### src/rtl/vec_mem_seq.sv
// Vector load/store sequencer: walks V elements through a single-element memory port,
// one element per granted cycle, and assembles load data into a V x N vector.
`timescale 1ns/1ps
module vec_mem_seq #(
  parameter int N = 32,
  parameter int V = 20
) (
  input  logic                CLK,
  input  logic                RST,
  input  logic                start_i,
  input  logic                is_store_i,
  input  logic [N-1:0]        base_addr_i,
  input  logic [V-1:0][N-1:0] store_data_i,
  output logic                mem_req_o,
  output logic                mem_we_o,
  output logic [N-1:0]        mem_addr_o,
  output logic [N-1:0]        mem_wdata_o,
  input  logic                mem_gnt_i,
  input  logic [N-1:0]        mem_rdata_i,
  output logic                stall_o,
  output logic                done_o,
  output logic [V-1:0][N-1:0] load_data_o
);

  localparam int            IW   = (V > 1) ? $clog2(V) : 1;
  localparam logic [IW-1:0] LAST = IW'(V - 1);

  typedef enum logic [1:0] {IDLE, ISSUE, DRAIN, DONE} state_t;

  state_t              state_q;
  logic [IW-1:0]       idx_q;
  logic [IW-1:0]       idx_d;
  logic [IW-1:0]       rd_idx_q;
  logic                is_store_q;
  logic                rd_pend_q;
  logic [N-1:0]        base_q;
  logic [V-1:0][N-1:0] sdata_q;
  logic [V-1:0][N-1:0] load_q;
  logic                take;

  assign take  = (state_q == IDLE) && start_i;
  assign idx_d = idx_q + IW'(1);

  always_ff @(posedge CLK) begin
    if (RST) begin
      state_q    <= IDLE;
      idx_q      <= '0;
      rd_idx_q   <= '0;
      is_store_q <= 1'b0;
      rd_pend_q  <= 1'b0;
      load_q     <= '0;
    end else begin
      // A read accepted last cycle returns now; in ISSUE this overlaps the next request.
      rd_pend_q <= 1'b0;
      if (rd_pend_q) begin
        load_q[rd_idx_q] <= mem_rdata_i;
      end
      case (state_q)
        IDLE: begin
          if (start_i) begin
            is_store_q <= is_store_i;
            idx_q      <= '0;
            state_q    <= ISSUE;
          end
        end
        ISSUE: begin
          if (mem_gnt_i) begin
            rd_pend_q <= ~is_store_q;
            rd_idx_q  <= idx_q;
            if (idx_q == LAST) begin
              state_q <= is_store_q ? DONE : DRAIN;
            end else begin
              idx_q <= idx_d;
            end
          end
        end
        DRAIN:   state_q <= DONE;
        DONE:    state_q <= IDLE;
        default: state_q <= IDLE;
      endcase
    end
  end

  // Operand capture needs no reset: it is only observed after a start latches it.
  always_ff @(posedge CLK) begin
    if (take) begin
      base_q  <= base_addr_i;
      sdata_q <= store_data_i;
    end
  end

  always_comb begin
    mem_req_o   = (state_q == ISSUE);
    mem_we_o    = mem_req_o && is_store_q;
    mem_addr_o  = mem_req_o ? (base_q + (N'(idx_q) << 2)) : '0;
    mem_wdata_o = mem_we_o ? sdata_q[idx_q] : '0;
  end

  assign stall_o     = (state_q == ISSUE) || (state_q == DRAIN) ||
                       ((state_q == IDLE) && start_i && !RST);
  assign done_o      = (state_q == DONE);
  assign load_data_o = load_q;

endmodule

### config.mk
export PLATFORM = sky130hd
export DESIGN_NAME = vec_mem_seq
export DESIGN_NICKNAME = d
export VERILOG_FILES = /design/src/rtl/vec_mem_seq.sv
export SDC_FILE = /design/constraint.sdc
export NUM_CORES = 2
export LEC_CHECK = 0
export BUFFER_PORTS_ARGS = -buffer_cell sky130_fd_sc_hd__buf_4
export CAP_MARGIN = 15
export CELL_PAD_IN_SITES_DETAIL_PLACEMENT = 1
export CELL_PAD_IN_SITES_GLOBAL_PLACEMENT = 1
export CORE_AREA = 2 2 545 547
export CTS_BUF_LIST = sky130_fd_sc_hd__clkbuf_8 sky130_fd_sc_hd__clkbuf_16
export DETAILED_ROUTE_END_ITERATION = 16
export DIE_AREA = 0 0 547 549
export GPL_ROUTABILITY_DRIVEN = 0
export HOLD_SLACK_MARGIN = 0.02
export PLACE_DENSITY_LB_ADDON = 0.08
export REMOVE_ABC_BUFFERS = 1
export SYNTH_ARGS = -nofsm -noshare
export SYNTH_HDL_FRONTEND = slang
export SYNTH_SLANG_ARGS = --single-unit
### constraint.sdc
create_clock -name CLK -period 22.9 [get_ports CLK]
set_input_delay 4.58 -clock CLK [delete_from_list [all_inputs] [get_ports CLK]]
set_output_delay 4.58 -clock CLK [all_outputs]
set_load 0.005 [all_outputs]
After elaboration in Yosys (flattened, before gate mapping)
Index checks and enable logic that the tools add are counted.
{"block": "word_totals", "regBits": 1326}
{"block": "op_classes", "n_addsub": 2, "n_lt_le_gt_ge": 3, "n_eq_ne": 8, "muxes": 16, "bitwise": 3, "reduce_logical": 14}
{"operator": "$bwmux 640", "count": 1}
{"operator": "$bmux 32 s5", "count": 1}
{"operator": "$demux 32 s5", "count": 1}
{"operator": "$mux 32", "count": 4}
{"operator": "$add 32x7->32", "count": 1}
{"operator": "$mux 5", "count": 3}
{"operator": "$lt 5x6->1 const B", "count": 2}
{"operator": "$pmux 5 s2", "count": 1}
{"operator": "$pmux 2 s4", "count": 1}
{"operator": "$mux 2", "count": 3}
{"operator": "$add 5x1->5 const B", "count": 1}
{"operator": "$eq 5x5->1 const B", "count": 1}
{"operator": "$ge 5x1->1 const B", "count": 1}
{"operator": "$eq 2x2->1 const B", "count": 2}
{"operator": "$logic_and 1x1->1", "count": 4}
{"operator": "$ne 2x1->1 const B", "count": 2}
{"operator": "$ne 2x2->1 const B", "count": 2}
{"operator": "$reduce_and 2->1", "count": 2}
{"operator": "$reduce_and 4->1", "count": 1}
{"operator": "$not 1->1", "count": 3}
{"operator": "$reduce_and 3->1", "count": 1}
{"operator": "$reduce_or 3->1", "count": 1}
{"operator": "$eq 2x1->1 const B", "count": 1}
{"operator": "$logic_not 2->1", "count": 1}
{"operator": "4 further kinds", "count": 5}

Longest topological paths before layout
{"block": "logic_depth", "word_depth": 5, "mapped_depth": 11}

Worst setup path before layout
No wires, ideal clock.
{"block": "synth_path", "kind": "input to register", "from": "input port start_i", "to": "register base_q[0] (enable)", "setup_ns": 1.016, "t_arrival_ns": 17.628, "slack_ns": 4.256, "path_stages": 2, "n_path_buf": 0, "cell_sequence": "nand2_1 inv_1"}
{"block": "synth_between", "elab_chain_cells": 1}
{"element": "from (decl)", "line_no": "10", "text": "input logic start_i,"}
{"element": "$logic_and 1x1->1", "line_no": "41", "text": "assign take = (state_q == IDLE) && start_i;"}
{"element": "via take", "line_no": "39", "text": "logic take;"}
{"element": "to (signal assigned)", "line_no": "87", "text": "base_q <= base_addr_i;"}
{"element": "to (decl)", "line_no": "36", "text": "logic [N-1:0] base_q;"}
The timed path passes the listed nets, and every way through them passes these cells.
A chain may end at the register's enable or synchronous reset.

Worst setup path after layout
{"block": "layout_path", "from": "input port RST", "to": "output port stall_o"}
{"block": "layout_between", "elab_chain_cells": 3}
{"element": "from (decl)", "line_no": "9", "text": "input logic RST,"}
{"element": "$logic_not 1->1", "line_no": "100", "text": "((state_q == IDLE) && start_i && !RST);"}
{"element": "$logic_and 1x1->1", "line_no": "100"}
{"element": "$logic_or 1x1->1", "line_no": "99", "text": "assign stall_o = (state_q == ISSUE) || (state_q == DRAIN) ||"}
{"element": "to (decl)", "line_no": "20", "text": "output logic stall_o,"}
Every way passes these cells.

==> results_dict.tcl <==
set metrics [dict create \
    data_arrival_time_of_the_critical_path_ns 5.44 \
    final_net_count 6177 \
    hold-path-endpoint "load_data_o[242]$_SDFFE_PP0P_" \
    setup.worst_path.class "primary input to output port" \
    finish.utilization 0.234 \
    dp_hpwl_um 203000 \
    cts_htree_levels 4 \
    top_level_port_count 1417 \
    timing_max_transition_violations_final 0 \
    post_layout_nonfiller_instances 9574 \
    route.detailed.wl_per_inst_um 29.6 \
    tritoncts_num_sinks 1326 \
    starting_density_of_the_core 0.165 \
    largest_net_degree_at_the_start_of_global_routing 184 \
    comb_power_share 0.143 \
    hold_path.class "flip-flop to flip-flop" \
    worst_hold_startpoint "load_data_o[242]$_SDFFE_PP0P_" \
    timing.final.crit_period_ns 10.02 \
    timing.slew.headroom 0.247 \
    synthCells 4127 \
    dp_worst_setup_slack_ns 12.87 \
    switching_power_uw 1810 \
    timing_hold_violations_final 0 \
    seqPwrFrac 0.453 \
    cts_tree "done" \
    router_iterations_before_antenna_repair 5 \
    clkTransAtPathRegs_ns 0.05 \
    place_inst 9216 \
    cp_top_family "buffers and inverters" \
    crit_path_cell_trace "buf_8 > o21bai_1 > buf_4" \
    first_pass_grt_wire_length_um 372000 \
    final_cell_mix "buf_4 (1473), nand2_1 (1325), a21oi_1 (686), edfxtp_1 (672), dfxtp_1 (651)" \
    route.final.wire_length_um 283000 \
    post-synth-top-area-fraction 0.414 \
    power.switching_fraction 0.272 \
    vias_per_cell 3.98 \
    cts-resized-gates 0 \
    synth.largest_area_cell "edfxtp_1" \
    timing.critical_path.to_type "output port" \
    worst_r2r_path_depth 7 \
    pwr-share-clk 0.404 \
    intPower_uw 4850 \
    ys_top_cells_by_area "edfxtp_1 (41%), dfxtp_1 (27%), nand2_1 (10%)" \
    crit-reg2reg-launch "state_q[1]$_SDFFE_PP0P_" \
    timing.critical_path.buf_inv 2 \
    fmaxAchievable_mhz 99.8 \
    synth.yosys.seq_area_share 0.683 \
    dieArea_um2 300000 \
    clk_path_buf_depth 4 \
    worstSetupStartpoint "RST" \
    synth_flop_cell "edfxtp_1" \
    detailroute.via_count 38107 \
    coreArea_um2 295000 \
    post_route_cells_drive_above_1_share 0.341 \
    actual_slew_at_the_worst_max_slew_pin_ns 1.13 \
    post-route-worst-setup-slack_ns 12.88 \
    period_share 0.437 \
    clk_root_buffer_cell "clkbuf_16" \
    rows 200 \
    worstReg2RegEnd "sdata_q[112]$_DFFE_PP_" \
    synth.ff_latch_count 1326 \
    fp.dieW_um 547 \
    drtAntennaViolNets 0 \
    grt.overflow.total 0 \
    drt_iter0_drc 2097 \
    drc_errors 0 \
    grt_use_total 0.182 \
    timing.critical_path.from_type "primary input" \
    postCtsSetupRepairBufs 0 \
    async_flop_share 0 \
    clock_skew_ns 0.0505 \
    synth-edff-count 672 \
    slowest_delay_ns 0.42 \
    die-height_um 549 \
    flow.area_growth_from_synthesis_pct 42.0 \
    cts_inserted_buffers 179 \
    power.ir.vdd_worst_mv 0.0722 \
    mappedNetlistArea_um2 48700 \
    crit_slowest_cell "buf_8" \
    synthDistinctLibCells 62 \
    power_leakage_uw 0.0250 \
    postSynthAreaPerCell_um2 11.8 \
    layout.cells.most_common "buf_4" \
    clock_insertion_delay_worst_skew_ns 0.84 \
    rsz0062_at_grt "false" \
    timing.final.setup_violations 0 \
    setup_tns_ns 0 \
    p_per_area_nw_per_um2 96.3 \
    setup.reg_to_reg.worst_slack_ns 17.79 \
    timing.hold.worst_path_depth 2 \
    status "finished, final reports clean" \
    grt_pass1_vias 39888 \
    yosysWarnings 0 \
    worst-endpoint-required_ns 18.32 \
    io_buffer_count 1416 \
    antenna_found_initial 203 \
    crit_fanout 79 \
    cts-hold-fix-buffers 0 \
    timing.max_cap.violations 0 \
]
-- power by group through the flow --
| stage | combinational, uW | sequential [uW] | clock, uW |
|---|---|---|---|
| floorplan | 568 | 3320 | 0 |
| global placement | 992 | 3070 | 0 |
| detailed placement | 996 | 3070 | 0 |
| CTS | 998 | 3030 | 2800 |
| global route | 1040 | 3050 | 2880 |
| finish | 956 | 3010 | 2690 |
-- cell families (layout without fill, tap and decap cells) --
kind of cell | after synthesis | after routing | share of synthesized area
simple gates | 1452 | 1452 | 0.117
flops | 1326 | 1326 | 0.683
compound gates | 784 | 784 | 0.0846
buf+inv | 336 | 1802 | 0.0278
mux | 194 | 194 | 0.0810
xor+xnor | 25 | 25 | 0.00449
fa+ha+maj | 10 | 10 | 0.00272
other cells | 0 | 42 | 0
-- state kept, by name, summed over array words and instances, names as in the netlist --
name	flops
rd_idx_q	5
base_q	32
state_q	2
rd_pend_q	1
idx_q	5
is_store_q	1
load_data_o	640
sdata_q	640
-- Yosys cell counts, drive strengths merged (3+ instances only) --
cell and count:
ha 9, o2111ai 6, clkbuf 271, a211oi 5
nand3 11, and3 4, nand2 1329, buf 55
mux2i 33, a22o 31, nor2 60, nand2b 4
xnor2 12, o21ai 40, and2 11, nand4 3
mux4 160, xor2 13, or3 3, nor3b 3
edfxtp 672, a21oi 686, inv 9, nand3b 3
dfxtp 654, nor3 4, and4 3
-- how the worst max path moves through the flow --
stage                                endpoint  slack, ns  cells after the start
after floorplan           base_q[0]$_DFFE_PP_       4.26                      2
after global placement                stall_o      12.87                      3
after detailed placement              stall_o      12.87                      3
after CTS                             stall_o      12.86                      3
after global routing                  stall_o      12.80                      3
final                                 stall_o      12.88                      3
-- per-layer routing --
metal / vias up / part of all wire / wire length [um] / track usage
met1: 18763 / 0.37 / 104000 / 0.195
met4: 216 / 0.030 / 8540 / 0.0509
li1: 17117 / - / - / -
met2: 1412 / 0.49 / 139000 / 0.317
met5: - / 0.0050 / 1430 / 0
met3: 599 / 0.10 / 29400 / 0.0873
-- metrics by stage --
| stage | instance area, um^2 | hold slack [ns] | power (uW) |
|---|---|---|---|
| 6_report | 69200 | 0.452 | 6660 |
| 3_3_place_gp | 63600 | 0.442 | 4060 |
| 5_1_grt | 69100 | 0.469 | 6970 |
| 4_1_cts | 69100 | 0.454 | 6830 |
| 2_1_floorplan | 47400 | 0.441 | 3880 |
| 3_5_place_dp | 63600 | 0.447 | 4070 |
-- cell type report --
| type | instances | area, um^2 |
|---|---|---|
| timing repair buffer | 1476 | 11100 |
| multi-input combinational | 2465 | 14200 |
| inverter | 10 | 45.0 |
| fill | 33057 | 226000 |
| tap | 3939 | 4930 |
| clock buffer | 207 | 4910 |
| clock inverter | 109 | 601 |
| antenna | 42 | 105 |
| sequential | 1326 | 33300 |
-- worst min-delay path, delay by kind of cell (launching register included) --
kind	cells	cell delay, ns
flip-flops	1	0.30
AO/OA/AOI/OAI	1	0.05
AND/OR/NAND/NOR	1	0.05
Power figures use the tool's default switching activity.
